$ cat src/rtl/reg_file_pkg.sv
// Shared definitions for the multi-port RV32I integer register file.
package reg_file_pkg;
    localparam int XLEN_DEF = 32;
    localparam int NREG_DEF = 32;
    localparam int AW_DEF   = $clog2(NREG_DEF);
    localparam int ZERO_REG = 0;

    typedef logic [AW_DEF-1:0] reg_addr_t;
endpackage

$ cat src/rtl/reg_file_mp_if.sv
// Bus between decode/writeback and reg_file_mp: read ports, write ports, reserve port, busy map.
interface reg_file_mp_if #(
    parameter int XLEN = 32,
    parameter int NREG = 32,
    parameter int NRP  = 2,
    parameter int NWP  = 2
);
    localparam int AW = $clog2(NREG);

    // rs_en[p] is a one-cycle request with no back-pressure; rs_valid[p] qualifies
    // rs_data[p]/rs_busy[p] exactly one edge later and is never stalled.
    logic [NRP*AW-1:0]   rs_addr;
    logic [NRP-1:0]      rs_en;
    logic [NRP*XLEN-1:0] rs_data;
    logic [NRP-1:0]      rs_valid;
    logic [NRP-1:0]      rs_busy;
    logic [NWP*AW-1:0]   rd_addr;
    logic [NWP-1:0]      rd_en;
    logic [NWP*XLEN-1:0] rd_data;
    logic [AW-1:0]       rsv_addr;
    logic                rsv_en;
    logic [NREG-1:0]     busy;

    modport master (
        output rs_addr, rs_en, rd_addr, rd_en, rd_data, rsv_addr, rsv_en,
        input  rs_data, rs_valid, rs_busy, busy
    );

    modport slave (
        input  rs_addr, rs_en, rd_addr, rd_en, rd_data, rsv_addr, rsv_en,
        output rs_data, rs_valid, rs_busy, busy
    );
endinterface

$ cat src/rtl/reg_file_scoreboard.sv
// Busy bitmap for in-flight producers: reserve sets, write releases, reserve wins a tie.
module reg_file_scoreboard
    import reg_file_pkg::*;
#(
    parameter int NREG = NREG_DEF,
    parameter int NWP  = 2
) (
    input  logic                          clk,
    input  logic                          reset,
    input  logic [NWP*$clog2(NREG)-1:0]   rd_addr,
    input  logic [NWP-1:0]                rd_en,
    input  logic [$clog2(NREG)-1:0]       rsv_addr,
    input  logic                          rsv_en,
    output logic [NREG-1:0]               busy
);
    localparam int AW = $clog2(NREG);

    logic [NREG-1:0] busy_q;
    logic [NREG-1:0] busy_nxt;

    // Releases first, then the reserve, so a new producer overrides a retiring one.
    always_comb begin
        busy_nxt = busy_q;
        for (int w = 0; w < NWP; w++) begin
            if (rd_en[w] && rd_addr[w*AW +: AW] != AW'(ZERO_REG)) begin
                busy_nxt[rd_addr[w*AW +: AW]] = 1'b0;
            end
        end
        if (rsv_en && rsv_addr != AW'(ZERO_REG)) begin
            busy_nxt[rsv_addr] = 1'b1;
        end
        busy_nxt[ZERO_REG] = 1'b0;
    end

    always_ff @(posedge clk or posedge reset) begin
        if (reset) begin
            busy_q <= '0;
        end else begin
            busy_q <= busy_nxt;
        end
    end

    assign busy = busy_q;
endmodule

$ cat src/rtl/reg_file_mp.sv
// Multi-port register file: NRP registered read ports, NWP prioritised write ports, busy scoreboard.
// Define REG_FILE_BYPASS_EN to forward same-cycle writes (data and busy release) to the read ports.
module reg_file_mp
    import reg_file_pkg::*;
#(
    parameter int XLEN = XLEN_DEF,
    parameter int NREG = NREG_DEF,
    parameter int NRP  = 2,
    parameter int NWP  = 2
) (
    input  logic         clk,
    input  logic         reset,
    reg_file_mp_if.slave bus
);
    localparam int AW = $clog2(NREG);

    logic [XLEN-1:0] regs    [NREG];
    logic [AW-1:0]   wr_addr [NWP];
    logic [XLEN-1:0] wr_data [NWP];
    logic [NREG-1:0] busy_map;

    for (genvar w = 0; w < NWP; w++) begin : g_wr
        assign wr_addr[w] = bus.rd_addr[w*AW +: AW];
        assign wr_data[w] = bus.rd_data[w*XLEN +: XLEN];
    end

    // Later ports are applied last, so the highest index wins an address conflict.
    always_ff @(posedge clk or posedge reset) begin
        if (reset) begin
            for (int i = 0; i < NREG; i++) begin
                regs[i] <= '0;
            end
        end else begin
            for (int w = 0; w < NWP; w++) begin
                if (bus.rd_en[w] && wr_addr[w] != AW'(ZERO_REG)) begin
                    regs[wr_addr[w]] <= wr_data[w];
                end
            end
        end
    end

    reg_file_scoreboard #(
        .NREG (NREG),
        .NWP  (NWP)
    ) u_scoreboard (
        .clk      (clk),
        .reset    (reset),
        .rd_addr  (bus.rd_addr),
        .rd_en    (bus.rd_en),
        .rsv_addr (bus.rsv_addr),
        .rsv_en   (bus.rsv_en),
        .busy     (busy_map)
    );

    assign bus.busy = busy_map;

    for (genvar p = 0; p < NRP; p++) begin : g_rd
        logic [AW-1:0]   ra;
        logic [XLEN-1:0] nxt_data;
        logic [XLEN-1:0] data_q;
        logic            nxt_busy;
        logic            busy_q;
        logic            valid_q;

        assign ra = bus.rs_addr[p*AW +: AW];

        always_comb begin
            nxt_data = regs[ra];
            nxt_busy = busy_map[ra];
`ifdef REG_FILE_BYPASS_EN
            // A matching write retires its producer, so the forwarded busy is 0.
            for (int w = 0; w < NWP; w++) begin
                if (bus.rd_en[w] && wr_addr[w] != AW'(ZERO_REG) && wr_addr[w] == ra) begin
                    nxt_data = wr_data[w];
                    nxt_busy = 1'b0;
                end
            end
`endif
            if (!bus.rs_en[p]) begin
                nxt_data = '0;
                nxt_busy = 1'b0;
            end
        end

        always_ff @(posedge clk or posedge reset) begin
            if (reset) begin
                data_q  <= '0;
                busy_q  <= 1'b0;
                valid_q <= 1'b0;
            end else begin
                data_q  <= nxt_data;
                busy_q  <= nxt_busy;
                valid_q <= bus.rs_en[p];
            end
        end

        assign bus.rs_data[p*XLEN +: XLEN] = data_q;
        assign bus.rs_busy[p]              = busy_q;
        assign bus.rs_valid[p]             = valid_q;
    end
endmodule

$ cat src/flat_wrapper.sv
// flat-port wrapper written by rule: the top's interface ports become plain ports
module reg_file_mp_flat import reg_file_pkg::*;
#(
    parameter int XLEN = XLEN_DEF,
    parameter int NREG = NREG_DEF,
    parameter int NRP  = 2,
    parameter int NWP  = 2
)
  (clk, reset, bus_rs_addr, bus_rs_en, bus_rd_addr, bus_rd_en, bus_rd_data, bus_rsv_addr, bus_rsv_en, bus_rs_data, bus_rs_valid, bus_rs_busy, bus_busy);
  reg_file_mp_if #(.XLEN(XLEN), .NREG(NREG), .NRP(NRP), .NWP(NWP)) bus_i ();
  input  logic clk;
  input  logic reset;
  input wire logic [$bits(bus_i.rs_addr)-1:0] bus_rs_addr;
  input wire logic [$bits(bus_i.rs_en)-1:0] bus_rs_en;
  input wire logic [$bits(bus_i.rd_addr)-1:0] bus_rd_addr;
  input wire logic [$bits(bus_i.rd_en)-1:0] bus_rd_en;
  input wire logic [$bits(bus_i.rd_data)-1:0] bus_rd_data;
  input wire logic [$bits(bus_i.rsv_addr)-1:0] bus_rsv_addr;
  input wire logic [$bits(bus_i.rsv_en)-1:0] bus_rsv_en;
  output wire logic [$bits(bus_i.rs_data)-1:0] bus_rs_data;
  output wire logic [$bits(bus_i.rs_valid)-1:0] bus_rs_valid;
  output wire logic [$bits(bus_i.rs_busy)-1:0] bus_rs_busy;
  output wire logic [$bits(bus_i.busy)-1:0] bus_busy;
  assign bus_i.rs_addr = bus_rs_addr;
  assign bus_i.rs_en = bus_rs_en;
  assign bus_i.rd_addr = bus_rd_addr;
  assign bus_i.rd_en = bus_rd_en;
  assign bus_i.rd_data = bus_rd_data;
  assign bus_i.rsv_addr = bus_rsv_addr;
  assign bus_i.rsv_en = bus_rsv_en;
  assign bus_rs_data = bus_i.rs_data;
  assign bus_rs_valid = bus_i.rs_valid;
  assign bus_rs_busy = bus_i.rs_busy;
  assign bus_busy = bus_i.busy;
  reg_file_mp #(.XLEN(XLEN), .NREG(NREG), .NRP(NRP), .NWP(NWP)) u_core (.clk(clk), .reset(reset), .bus(bus_i));
endmodule
$ cat config.mk
export PLATFORM = sky130hd
export DESIGN_NAME = reg_file_mp_flat
export DESIGN_NICKNAME = d
export VERILOG_FILES = /design/src/rtl/reg_file_pkg.sv /design/src/rtl/reg_file_mp_if.sv /design/src/rtl/reg_file_scoreboard.sv /design/src/rtl/reg_file_mp.sv /design/src/flat_wrapper.sv
export SDC_FILE = /design/constraint.sdc
export NUM_CORES = 2
export LEC_CHECK = 0
export ABC_CLOCK_PERIOD_IN_PS = 38600
export BUFFER_PORTS_ARGS = -buffer_cell sky130_fd_sc_hd__buf_2
export CAP_MARGIN = 30
export CORE_UTILIZATION = 40
export DETAILED_ROUTE_END_ITERATION = 10
export PLACE_DENSITY = 0.64
export SYNTH_ARGS = -nofsm -noshare
export SYNTH_HDL_FRONTEND = slang
export SYNTH_SLANG_ARGS = --single-unit
$ cat constraint.sdc
create_clock -name clk -period 38.6 [get_ports clk]
set_input_delay 3.86 -clock clk [delete_from_list [all_inputs] [get_ports clk]]
set_output_delay 3.86 -clock clk [all_outputs]
set_load 0.05 [all_outputs]
# Word level (Yosys, flattened, before mapping)
# Cells that the tools add are included.
# classes
magnitude_cmp	14
mux	31
bitwise_logic	9
reduce_logical	11
# op_table
cell	n
$bwmux W1024	2
$mux W1024	2
$mux W32	11
$bmux W32 S5	2
$demux W32 S5	2
$and A32 B32 Y32	2
$not A32 Y32	2
$or A32 B32 Y32	1
$lt A5 B6 Y1 const B	5
$ge A6 B6 Y1 const B	4
$not A5 Y6	4
$demux W1 S5	3
$ge A5 B1 Y1 const B	3
$reduce_bool A5 Y1	3
$lt A6 B1 Y1 const B	2
$bmux W1 S5	2
$logic_and A1 B1 Y1	8
$mux W1	7
# totals
regBits	1123
inputBits	96
out_inout_bits	100
word_cells	104

# Longest topological paths before layout
# depth
word_depth	11
mapped_depth	8
mapped_depth_nobuf	4

# Cells and area by module
# From an unflattened synthesis, not the netlist that was laid out.
# hier_totals
hier_cells	6198
area_unflattened_um2	67425.9
# modules_own_cells
mod	instances	cells_per_inst	area_each_um2	seq_area_each_um2
reg_file_mp	1	6039	65740.6	27326.2
reg_file_scoreboard	1	159	1685.4	775.7

# Worst setup path after synthesis
# No wires, ideal clock.
# synth_timing
kind	in2reg
from	input port bus_rs_addr[6]
to	register u_core.g_rd[1].data_q[10]
setup_ps	141
t_arrival_ps	5292
t_required_ps	38459
slack_ps	33167
cell_stages	6
n_path_buf	2
path_cell_list	buf_2 > buf_2 > mux4_2 > mux2_2 > o221ai_1 > a31oi_1
# synth_between
elab_chain_cells	5
# synth_lines
item	line	rtl
start: declaration	flat_wrapper.sv:13	input wire logic [$bits(bus_i.rs_addr)-1:0] bus_rs_addr;
$not A5 Y6 (not written as such)	reg_file_mp.sv:68	nxt_data = regs[ra];
$bmux W32 S5	reg_file_mp.sv:68	
$mux W32 (not written as such) (2 in a row)	reg_file_mp.sv:68	
$mux W32	reg_file_mp.sv:79	if (!bus.rs_en[p]) begin
via u_core.g_rd[1].nxt_data[10]	reg_file_mp.sv:59	logic [XLEN-1:0] nxt_data;
end signal: assignment	reg_file_mp.sv:91	data_q <= nxt_data;
end: declaration	reg_file_mp.sv:60	logic [XLEN-1:0] data_q;
# The timed path passes the listed nets, and every way through them passes these cells. The select of a mux whose other input is x is not followed.

# Final worst setup path
# layout_timing
from	input port bus_rs_addr[2]
to	register u_core.g_rd[0].data_q[1]
# layout_between
elab_chain_cells	5
# layout_lines
item	line
$not A5 Y6 (not written as such)	reg_file_mp.sv:68
$bmux W32 S5	reg_file_mp.sv:68
$mux W32 (not written as such) (2 in a row)	reg_file_mp.sv:68
$mux W32	reg_file_mp.sv:79
via u_core.g_rd[0].nxt_data[1]	reg_file_mp.sv:59
end signal: assignment	reg_file_mp.sv:91
end: declaration	reg_file_mp.sv:60
# The timed path passes the listed nets, and every way through them passes these cells. The select of a mux whose other input is x is not followed.

==> flow_summary.json <==
{
  "power_frac_seq_pct": 43.9,
  "criticalPathCategory": "primary input to register",
  "rr_endpoint": "u_core.g_rd[0].data_q[20]",
  "tns_ps": 0,
  "hold_buffers": 0,
  "power_leakage_nw": 31.8,
  "power_density_nw_per_um2": 53.4,
  "hpwl_um": 154000,
  "cts_setup_buffers": 0,
  "hp-start": "u_core.regs[1005]",
  "synth_seq_cells": 1123,
  "worstPathRequired_ps": 39190,
  "yosys_warnings": 0,
  "grt_pass1_wl_um": 389000,
  "critPathArrivalTime_ps": 7970,
  "rows": 150,
  "cts_tree": "done",
  "synth_commonest_cells": "1,123 x dfrtp_1, 1,092 x mux2i_1, 630 x nor2_1, 609 x a21oi_1, 464 x clkbuf_1",
  "maxClockFrequency_mhz": 136,
  "first_iter_violations": 9049,
  "ant_nets": 0,
  "hold_path_end": "u_core.regs[1005]",
  "r2r_cells": 4,
  "dieArea_sq_um": 170000,
  "p_int_w": 0.00269,
  "synth_nets": 6246,
  "vias": 54300,
  "swShare_pct": 31.6,
  "grt_overflow": 0,
  "ctsHtreeMaxLevel": 3,
  "hold_violations": 0,
  "grt_usage_pct": 31.9,
  "start_util_pct": 40.3,
  "port_buffers": 194,
  "grt_antenna_before_repair": 36,
  "clockBufferDepth": 3,
  "clockRootBuffer": "clkbuf_16",
  "wire_per_inst_um": 33.8,
  "r2r-start": "u_core.regs[788]",
  "insertion_delay_ps": 770,
  "synthMostInstantiatedCell": "dfrtp_1",
  "relSlewSlack_pct": 24.7,
  "synth_edf_count": 0,
  "die_x_um": 412,
  "critPathMaxFanout": 99,
  "place_congestion": 0.885,
  "dieHeight_um": 412,
  "pre_cts_slack_ps": 30350,
  "setup_ws_ps": 31220,
  "synth.area.top_cells": "dfrtp_1 42%, mux2i_1 16%, mux4_2 15%",
  "io_pins": 196,
  "clockPowerShare_pct": 31.6,
  "hp-class": "register to register",
  "synth-main-ff-cell": "dfrtp_1",
  "drc_errors": 0,
  "grt_pass1_vias": 52200,
  "cts.clk_slew.worst_paths_ps": 70,
  "maxCapViolCount": 0,
  "core_area_sq_um": 167000,
  "ir_drop_v": 0.0000360,
  "fin_skew_ps": 30.5,
  "reg2reg_setup_slack_ps": 36810,
  "grt_max_degree": 170,
  "async_flop_share_pct": 100,
  "fin_crit_ps": 7380,
  "yosysTopAreaCell": "dfrtp_1",
  "ys_seq_area_share_pct": 41.8,
  "synth_area_sq_um": 67200,
  "synth.top_cell.area_share_pct": 41.8,
  "ys_types": 49,
  "area_growth_pct": 9.40,
  "status": "finished, final reports clean",
  "worstMarginPinSlew_ps": 1130,
  "wl_um": 276000,
  "grt_setup_unrepaired": "false",
  "startpoint_type": "primary input",
  "setup_violations": 0,
  "drive_gt1_share_pct": 20.2,
  "cts-resized-gates": 0,
  "clock-sinks": 1123,
  "num-nets-final": 5928,
  "netlist_instances": 6150,
  "power_frac_comb_pct": 24.5,
  "slew_viol_final": 0,
  "critPathCaptureType": "register",
  "holdPathStages": 0,
  "drt_pre_antenna_iters": 7,
  "numCtsBuffers": 121,
  "p_switching_w": 0.00124,
  "synth.avg_cell_area_sq_um": 10.9,
  "nFillCells": 15300,
  "timing.final.crit_share_pct": 19.1,
  "viasPerCell": 6.66
}
stage by stage:
stage               total power [W]  util (%)  area [sq um]  instances  hold WS [ps]
floorplan                   0.00241         -         67200       6150           441
global placement            0.00262      41.2         68700       7888           376
detailed placement          0.00267      41.5         69200       7908           383
CTS                         0.00390      43.9         73300       8128           397
global route                0.00407      44.0         73500       8142           410
finish                      0.00393      44.0         73500       8149           395
power groups by stage:
stage	clock network (W)	logic, W	registers (W)
after detailed placement	0	0.000948	0.00172
final	0.00124	0.000962	0.00172
after global placement	0	0.000918	0.00170
after CTS	0.00124	0.000949	0.00171
after global routing	0.00129	0.00103	0.00175
after floorplan	0	0.000706	0.00170
layout make-up:
type / count / area (sq um) / share of cell area [%]
Multi-Input combinational cell: 4239 / 35800 / 48.7
Sequential cell: 1123 / 28100 / 38.2
Clock buffer: 176 / 3510 / 4.77
Tap cell: 2204 / 2760 / 3.75
Timing Repair Buffer: 341 / 2610 / 3.55
Clock inverter: 44 / 616 / 0.838
Antenna cell: 16 / 40.0 / 0.0545
Inverter: 6 / 35.0 / 0.0477
logic make-up after synthesis:
family	share of synthesized area [%]
flip-flops	41.8
other	0.00558
buffers and inverters	5.47
multiplexers	33.9
AND/OR/NAND/NOR	7.08
AO/OA/AOI/OAI	11.7
placed cells by master, fill, tap and decap left out, types with 120 or more instances in the layout:
| cell type | n |
|---|---|
| dfrtp_1 | 1123 |
| mux2i_1 | 1092 |
| nor2_1 | 626 |
| a21oi_1 | 609 |
| mux4_2 | 460 |
| nand2_1 | 433 |
| o21ai_0 | 393 |
| buf_2 | 188 |
| mux2_2 | 132 |
| clkbuf_16 | 122 |
| buf_4 | 120 |
state kept, by name, summed over array words and instances (netlist names):
register	cells
u_core.g_rd.valid_q	2
u_core.regs	1024
u_core.u_scoreboard.busy	31
u_core.g_rd.data_q	64
u_core.g_rd.busy_q	2
layer usage:
layer | vias up | GRT usage, % | share of wire (%)
li1 | 21900 | - | -
met1 | 27000 | 41.6 | 37
met2 | 4325 | 45.9 | 43
met3 | 1048 | 11.0 | 14
met4 | 34 | 18.4 | 6.7
met5 | - | 0 | 0.071
critical path, stage by stage:
cell,delay (ps)
buf_8,750
buf_4,790
buf_4,850
buf_4,620
mux4_2,390
mux2_2,290
o221ai_1,200
a31oi_1,70
worst max-delay path by stage:
stage	from	to	cells past startpoint
after global routing	reset	u_core.regs[943]	7
final	bus_rs_addr[2]	u_core.g_rd[0].data_q[1]	8
after detailed placement	reset	u_core.regs[975]	7
after floorplan	reset	u_core.g_rd[0].busy_q	1
after global placement	reset	u_core.regs[847]	6
after CTS	reset	u_core.regs[815]	7
Power figures use the tool's default switching activity.
